===== config.mk =====
export PLATFORM = sky130hd
export DESIGN_NAME = dualportram_port_arbiter
export DESIGN_NICKNAME = d
export VERILOG_FILES = /design/src/rtl/dualportram_port_arbiter.sv
export SDC_FILE = /design/constraint.sdc
export NUM_CORES = 1
export LEC_CHECK = 0
export CAP_MARGIN = 5
export CORE_AREA = 2 2 159 161
export DETAILED_ROUTE_END_ITERATION = 8
export DIE_AREA = 0 0 161 163
export SLEW_MARGIN = 20
export SYNTH_ARGS = -nofsm -noshare
export SYNTH_HDL_FRONTEND = slang
export SYNTH_SLANG_ARGS = --single-unit

===== constraint.sdc =====
create_clock -name clk -period 6.16 [get_ports clk]
set_clock_uncertainty 0.1 [all_clocks]
set_input_delay 1.848 -clock clk [delete_from_list [all_inputs] [get_ports clk]]
set_output_delay 1.848 -clock clk [all_outputs]
set_load 0.005 [all_outputs]

===== src/rtl/dualportram_port_arbiter.sv =====
// Round-robin, burst-bounded arbiter that shares one dualportram port among NREQ masters.
// Grants are combinational (access issued in the grant cycle); read data returns one cycle later.
module dualportram_port_arbiter #(
   parameter int unsigned NREQ      = 4,
   parameter int unsigned WIDTH     = 32,
   parameter int unsigned MAX_BURST = 4
) (
   input  logic                  clk,
   input  logic                  reset,
   input  logic [NREQ-1:0]       req,
   input  logic [NREQ-1:0]       req_we,
   input  logic [NREQ*32-1:0]    req_address,
   input  logic [NREQ*WIDTH-1:0] req_din,
   output logic [NREQ-1:0]       gnt,
   output logic [NREQ-1:0]       rvalid,
   output logic [WIDTH-1:0]      rdata,
   output logic                  ram_we,
   output logic                  ram_oe,
   output logic [31:0]           ram_address,
   output logic [WIDTH-1:0]      ram_din,
   input  logic [WIDTH-1:0]      ram_dout
);

   localparam int unsigned AW   = 32;
   localparam int unsigned IDXW = (NREQ > 1) ? $clog2(NREQ) : 1;
   localparam int unsigned CW   = $clog2(MAX_BURST + 1);

   logic [IDXW-1:0] owner, owner_n;
   logic            owner_vld, owner_vld_n;
   logic [CW-1:0]   burst_cnt, burst_cnt_n;
   logic [IDXW-1:0] last, last_n;
   logic [NREQ-1:0] rd_pend, rd_pend_n;

   logic [IDXW-1:0] gnt_idx;
   logic            gnt_any;
   logic            owner_keep;
   int unsigned     scan_idx;

   // State registers
   always_ff @(posedge clk) begin
      if (reset) begin
         owner     <= '0;
         owner_vld <= 1'b0;
         burst_cnt <= '0;
         last      <= IDXW'(NREQ - 1);
         rd_pend   <= '0;
      end else begin
         owner     <= owner_n;
         owner_vld <= owner_vld_n;
         burst_cnt <= burst_cnt_n;
         last      <= last_n;
         rd_pend   <= rd_pend_n;
      end
   end

   // Grant selection, next state and RAM drive
   always_comb begin
      gnt_idx     = '0;
      gnt_any     = 1'b0;
      scan_idx    = 0;
      owner_n     = owner;
      owner_vld_n = owner_vld;
      burst_cnt_n = burst_cnt;
      last_n      = last;
      gnt         = '0;
      rvalid      = '0;
      rdata       = ram_dout;
      ram_we      = 1'b0;
      ram_oe      = 1'b0;
      ram_address = '0;
      ram_din     = '0;

      owner_keep = owner_vld && req[owner] && (burst_cnt < CW'(MAX_BURST));
      if (owner_keep) begin
         gnt_idx = owner;
         gnt_any = 1'b1;
      end else begin
         // Scan from last+1 with wrap; when everyone else is idle this lands back on last
         for (int k = 1; k <= int'(NREQ); k++) begin
            scan_idx = (int'(last) + k) % NREQ;
            if (!gnt_any && req[scan_idx]) begin
               gnt_any = 1'b1;
               gnt_idx = IDXW'(scan_idx);
            end
         end
      end
      if (reset) gnt_any = 1'b0;

      if (gnt_any) begin
         if (owner_keep) begin
            burst_cnt_n = burst_cnt + CW'(1);
         end else begin
            owner_n     = gnt_idx;
            owner_vld_n = 1'b1;
            burst_cnt_n = CW'(1);
            last_n      = gnt_idx;
         end
      end else begin
         owner_vld_n = 1'b0;
         burst_cnt_n = '0;
      end

      for (int i = 0; i < int'(NREQ); i++) begin
         if (gnt_any && gnt_idx == IDXW'(i)) begin
            gnt[i]      = 1'b1;
            ram_we      = req_we[i];
            ram_oe      = 1'b1;
            ram_address = req_address[AW*i +: AW];
            ram_din     = req_din[WIDTH*i +: WIDTH];
         end
      end

      rd_pend_n = gnt & ~req_we;
      if (!reset) rvalid = rd_pend;
   end

endmodule


==> qor.yml, run 1 <==
outcome:
  status: "finished clean"
worst_setup_path:
  crit_type: "primary input to output port"
  crit_path_start: "req[3]"
  worstSetupEndpointType: "output port"
  r2r-start: "owner[0]"
  cp.arrival_ns: 4.14
  crit_fanout: 31
  critPathMaxStageDelay_ns: 0.47
  worstPathCellList: "dlymetal6s2s_1 -> buf_4 -> nor2_1 -> nor3_2 -> buf_12 -> buf_4 -> clkbuf_16 -> o311a_1 -> a311oi_1 -> o22ai_1 -> clkdlybuf4s50_1"
  r2r-end: "rd_pend[2]"
  worstPathRequired_ns: 4.21
  cpMaxStageDelayCell: "clkdlybuf4s50_1"
  start_kind: "primary input"
  crit_top_cell: "buf_4"
  reg2reg_slack_ns: 3.76
  r2r_cells: 9
route:
  routed_via_density: 5.939
  first_pass_iters: 6
  vias: 9378
  drt_iter0_drc: 824
  wire_per_inst_um: 20.17
  ant_nets: 0
  drc: 0
  routed_wirelength_mm: 31.85
timing:
  finalCriticalPeriod_ns: 6.088
  worst_slew_pin_slew_ns: 1.060
  fin_crit_sh_pct: 98.84
  hold_viol_final: 0
  setup_viol: 0
  max-slew-margin-rel_pct: 29.31
  setup_slack_ns: 0.07168
  setup_tns_ns: 0
  max_clock_freq_mhz: 164.2
  rsz0062_at_grt: "no"
  slew_violations: 0
placed_design:
  dp_hpwl_mm: 22.27
  post-place-ws_ns: -0.3844
  placed_cell_area_sq_um: 10340
  gp_congestion: 0.8687
  io_buffers: 339
global_route:
  grt_pass1_vias: 8644
  antenna_found_initial: 1
  grt_pass1_wl_mm: 46.89
  grt-ovfl-total: 0
  grt_use_total_pct: 21.43
  grt_max_degree: 125
layout:
  final_cell_area_sq_um: 11160
  final_nets: 1548
  drive_gt1_share_pct: 15.95
  fill_cells: 2470
  layout_commonest_cell: "clkdlybuf4s50_1"
  final_cell_mix: "321 x clkdlybuf4s50_1, 132 x nand2b_1, 131 x nand2_1, 130 x a21oi_1, 129 x o311a_1"
  syn_to_final_growth_pct: 80.27
worst_hold_path:
  holdCritStartpoint: "owner[1]"
  whs_path_depth: 2
  hp-class: "register to register"
  whs_endpoint: "owner[1]"
pwr:
  ir_drop_uv: 113.2
  power.total_mw: 2.293
  power_density_nw_per_um2: 205.5
  leakage_nw: 4.362
floorplan:
  initial_core_util_pct: 25.09
  die_h_um: 163
  die_area_sq_um: 26240
  rows: 58
  fp.dieW_um: 161
  io_pins: 404
  core_sq_um: 24670
yosys:
  ys_seq_area_share_pct: 3.880
  syn_avg_cell_area_sq_um: 6.435
  syn_area_sq_um: 6191
  synth_cells: 962
  yosysWarnings: 0
  synth-seq-cells: 12
  synthDistinctLibCells: 31
  synthesis.nets: 1261
cts:
  hold_buffers: 0
  cts.reportedPaths.clkPinSlew_ns: 0.04
  cts.sinks: 12
  cts_tree: "yes"
  cts_buffer_depth: 2
  clkLatencyLatePin_ns: 0.24
  cts_max_level: 1
  cts_root_buf: "clkbuf_16"
  cts_made_buffers: 3
flow_run:
  max_cap_viol_count: 0
[metrics by stage]
step | hold WS (ns) | instances | util [%]
2_1_floorplan | 0.3589 | 962 | -
3_3_place_gp | 0.3747 | 1560 | 41.89
3_5_place_dp | 0.3813 | 1560 | 41.89
4_1_cts | 0.3872 | 1566 | 43.61
5_1_grt | 0.4071 | 1579 | 45.23
6_report | 0.3830 | 1579 | 45.23
[area by class of cell]
cell class	count	area [sq um]	area share (%)
Inverter	2	7.507	0.06726
Multi-Input combinational cell	769	5588	50.07
Antenna cell	1	2.502	0.02242
Tap cell	330	412.9	3.700
Clock buffer	4	88.84	0.7960
Sequential cell	12	244.0	2.186
Timing Repair Buffer	461	4817	43.16
[power by group]
part           leakage [nW]  internal (mW)  switching, mW
Combinational          4.22           1.08          0.978
Sequential           0.0996         0.0888         0.0160
Clock                0.0442         0.0977         0.0315
Total                  4.36           1.27           1.03
[routing by layer]
layer	part of all wire, %	GRT usage [%]	wire (um)	vias up
li1	-	-	-	4385
met1	42	28.32	13530	4477
met2	48	36.36	15170	440
met3	7.1	3.310	2270	76
met4	2.8	5.560	880	0
met5	0	0	0	-
[kinds of logic (layout without fill, tap and decap cells)]
logic type	after synthesis	count (layout)	share of synthesized area, %
muxes	3	3	0.4851
other	0	1	0
buffers and inverters	181	467	13.28
AOI/OAI and AO/OA	467	467	57.76
DFF	12	12	3.880
adders and majority gates	1	1	0.2021
and+or+nand+nor	298	298	24.39
[cells in the mapped netlist]
cell      instances  area, sq um
nor3_2            1        10.01
nor2_1           14        52.55
o21ai_1           1        5.000
a21o_1            1        7.510
a21oi_1         132        660.6
a211o_1           1        8.760
o22ai_1          66        412.9
or3b_1            1        8.760
buf_2             6        30.03
o22a_1            1        8.760
a311oi_1        130         1139
mux2i_1           3        30.03
ha_1              1        12.51
buf_4            32        240.2
nand2_1         131        491.7
nor3_1            5        25.02
nor4_1            1        6.260
o21ai_0           2        10.01
nor2b_1           6        37.54
o311a_1         130         1301
or4_1             2        15.01
clkbuf_1        134        503.0
buf_6             2        22.52
o21a_1            2        15.01
nand3b_1          3        22.52
a211oi_1          1        7.510
nand2b_1        132        825.8
nor3b_1           2        15.01
inv_1             2        7.510
dfxtp_1          12        240.2
buf_1             5        18.77
[critical path: cells and delay by family]
kind	cells	cell delay [ns]
buf+inv	6	1.26
compound gates	3	0.82
simple gates	2	0.19
[flip-flops by register name, summed over array words and instances, names as in the netlist]
name	count
rd_pend	4
owner_vld	1
burst_cnt	3
owner	2
last	2
[worst max-delay path by stage]
stage                            endpoint  cells past startpoint
after floorplan               ram_din[10]                      8
after global placement     ram_address[0]                      8
after detailed placement       ram_din[2]                      8
after CTS                  ram_address[0]                     12
after global routing      ram_address[24]                      9
final                         ram_din[14]                     11
[what timing repair did]
action | CTS | global route
setup buffers | 0 | 6
gates resized for setup | 61 | 43
endpoints found under the hold margin | 0 | 0
pin swaps | 6 | 7
gates cloned | 2 | 6
setup endpoints to repair | 69 | 63
(Power assumes the default switching activity.)
==> run 2, diff against run 1 <==
MAX_ROUTING_LAYER = met4   (was not set)
RECOVER_POWER = 25   (was not set)
==> run 2 against run 1 <==
Effect of this change: utilization up 0.49 points; highest routed layer unchanged; non-clock buffer count down 4; cell count is 0.25% lower; largest cell class unchanged; sequential power hardly changed; global-route usage increased by 0.62 points; flip-flop and latch count unchanged; via count rose by 0.28%; power up 0.88%; critical path depth stayed put; routed wire length is 0.48% higher.
==> qor.yml, run 2 (synthesis gave the netlist of run 1 again) <==
route:
  first_pass_iters: 5  # -1
  drt_iter0_drc: 752  # -8.7%
  routed_wirelength_mm: 32.01  # +0.48%
  ant_nets: 0  # unchanged
  vias: 9404  # +0.28%
  wire_per_inst_um: 20.32  # +0.74%
  routed_via_density: 5.971  # +0.53%
  drc: 0  # unchanged
cts:
  cts_max_level: 1  # unchanged
  cts_buffer_depth: 2  # unchanged
  hold_buffers: 0  # unchanged
  cts.reportedPaths.clkPinSlew_ns: 0.04  # about the same
  clkLatencyLatePin_ns: 0.24  # about the same
  cts_tree: "yes"
  cts_root_buf: "clkbuf_16"
  cts.sinks: 12  # unchanged
  cts_made_buffers: 3  # unchanged
floorplan:
  die_h_um: 163  # unchanged
  fp.dieW_um: 161  # unchanged
  io_pins: 404  # unchanged
  die_area_sq_um: 26240  # unchanged
  rows: 58  # unchanged
  initial_core_util_pct: 25.09  # unchanged
  core_sq_um: 24670  # unchanged
timing:
  setup_viol: 0  # unchanged
  max_clock_freq_mhz: 164.9  # +0.39%
  slew_violations: 0  # unchanged
  finalCriticalPeriod_ns: 6.065  # -0.02356 ns
  setup_slack_ns: 0.09524  # +0.02356 ns
  fin_crit_sh_pct: 98.45  # -0.38 points
  max-slew-margin-rel_pct: 29.31  # about the same
  hold_viol_final: 0  # unchanged
  worst_slew_pin_slew_ns: 1.060  # -0.000003219 ns
  rsz0062_at_grt: "no"
  timing.hold.ws_ns: 0.3847  # +0.001721 ns
placed_design:
  io_buffers: 339  # unchanged
  post-place-ws_ns: -0.3844  # unchanged
  gp_congestion: 0.8828  # +1.6%
  dp_hpwl_mm: 22.27  # unchanged
pwr:
  p_comb_share_pct: 89.9  # about the same
  power.share.clock_pct: 5.6  # about the same
  ir_drop_uv: 118.6  # +4.7%
  power_frac_seq_pct: 4.5  # about the same
  swShare_pct: 45.09  # +0.36 points
  leakage_nw: 4.596  # +5.4%
  p_int_mw: 1.270  # +0.22%
  power_density_nw_per_um2: 205.0  # -0.21%
  p_sw_mw: 1.043  # +1.7%
worst_hold_path:
  hp-class: "register to register"
worst_setup_path:
  worstPathRequired_ns: 4.21  # about the same
  crit_fanout: 31  # unchanged
  worstSetupEndpointType: "output port"
  start_kind: "primary input"
  crit_buf_inv: 6  # unchanged
  critical-path-top-delay-family: "buffers and inverters"
  worstPathCellList: "dlymetal6s2s_1 -> buf_4 -> nor2_1 -> nor3_2 -> buf_12 -> buf_12 -> clkbuf_16 -> o311a_1 -> a311oi_1 -> o22ai_1 -> clkdlybuf4s50_1"
  crit_top_cell: "buf_12"
  cpMaxStageDelayCell: "clkdlybuf4s50_1"
  reg2reg_slack_ns: 3.88  # +0.12 ns
  crit_type: "primary input to output port"
  cp.arrival_ns: 4.12  # -0.02 ns
  critPathMaxStageDelay_ns: 0.46  # about the same
layout:
  syn_to_final_growth_pct: 82.24
  drive_gt1_share_pct: 17.20  # +1.3 points
  layout_commonest_cell: "clkdlybuf4s50_1"
  largest-register: "rd_pend"
  final_nets: 1544  # -0.26%
  largest_registers: "rd_pend (4), burst_cnt (3)"
  largest_reg_flops: 4  # unchanged
  final_cell_mix: "305 x clkdlybuf4s50_1, 132 x nand2b_1, 131 x nand2_1, 130 x a21oi_1, 130 x o311a_1"
  fill_cells: 2457  # -0.53%
global_route:
  grt_pass1_wl_mm: 46.80  # -0.18%
  grt_pass1_vias: 8667  # +0.27%
  grt-ovfl-total: 0  # unchanged
  antenna_found_initial: 1  # unchanged
  grt_use_total_pct: 22.05  # +0.62 points
  grt_max_degree: 125  # unchanged
outcome:
  status: "finished clean"
flow_run:
  max_cap_viol_count: 0  # unchanged
-- run 2: cell count changes in the layout (fill, tap and decap cells not counted), moves of 2 or more --
| cell | before | now |
|---|---|---|
| a311oi_1 | 76 | 57 |
| a311oi_2 | 52 | 69 |
| clkdlybuf4s50_1 | 321 | 305 |
| dlymetal6s2s_1 | 4 | 20 |
| buf_4 | 79 | 75 |
| o22ai_1 | 63 | 60 |
| o22ai_2 | 3 | 6 |
| a311oi_4 | 2 | 4 |
| clkbuf_1 | 0 | 2 |
| clkbuf_16 | 9 | 7 |
-- run 2: per-stage QoR --
stage / setup TNS [ns] / std cells / power, mW / util, % / cell area (sq um)
CTS: -5.828 / 1566 / 2.180 / 43.61 / 10760
floorplan: 0 / 962 / 1.089 / - / 6191
global route: 0 / 1575 / 2.462 / 45.73 / 11280
detailed placement: -21.30 / 1560 / 1.960 / 41.89 / 10340
finish: 0 / 1575 / 2.313 / 45.73 / 11280
global placement: -17.48 / 1560 / 1.953 / 41.89 / 10340
-- run 2: metal layers --
layer	GRT usage [%]	vias up	wire length (um)
met5	-	-	0
met4	5.479	0	869
met3	2.546	82	1952
met2	36.50	414	15440
met1	28.69	4526	13740
li1	-	4382	-
-- run 2: final timing paths --
path	startpoint	to	cells after the start
setup / recovery	req[3]	ram_din[14]	11
hold / removal	owner[1]	owner[1]	2
setup reg to reg	owner[0]	rd_pend[0]	9
hold reg to reg	owner[1]	owner[1]	2
-- run 2: layout make-up --
cell class                 instances  area, sq um  share of cell area [%]
antenna                            1        2.502                 0.02218
sequential                        12        244.0                   2.163
tap                              330        412.9                   3.660
timing repair buffer             457         4790                   42.45
inverter                           2        7.507                 0.06654
multi-input combinational        769         5737                   50.85
clock buffer                       4        88.84                  0.7874
-- run 2: power by group through the flow --
stage / clock (mW) / sequential (mW) / combinational (mW)
floorplan: 0 / 0.0946 / 0.994
CTS: 0.131 / 0.104 / 1.95
global route: 0.134 / 0.106 / 2.22
finish: 0.129 / 0.104 / 2.08
detailed placement: 0 / 0.105 / 1.86
global placement: 0 / 0.105 / 1.85
-- run 2: tightest hold or removal path, cell delays in order, from the launching register on --
cell      delay (ns)
dfxtp_1         0.31
nand3b_1        0.08
nand2_1         0.05
-- run 2: timing repair --
action / CTS / global route
cloned: 2 / 4
setup endpoints to repair: 69 / 64
resized for setup: 61 / 82
hold endpoints to repair: 0 / 0
buffers inserted: 0 / 4
pin swaps: 6 / 15
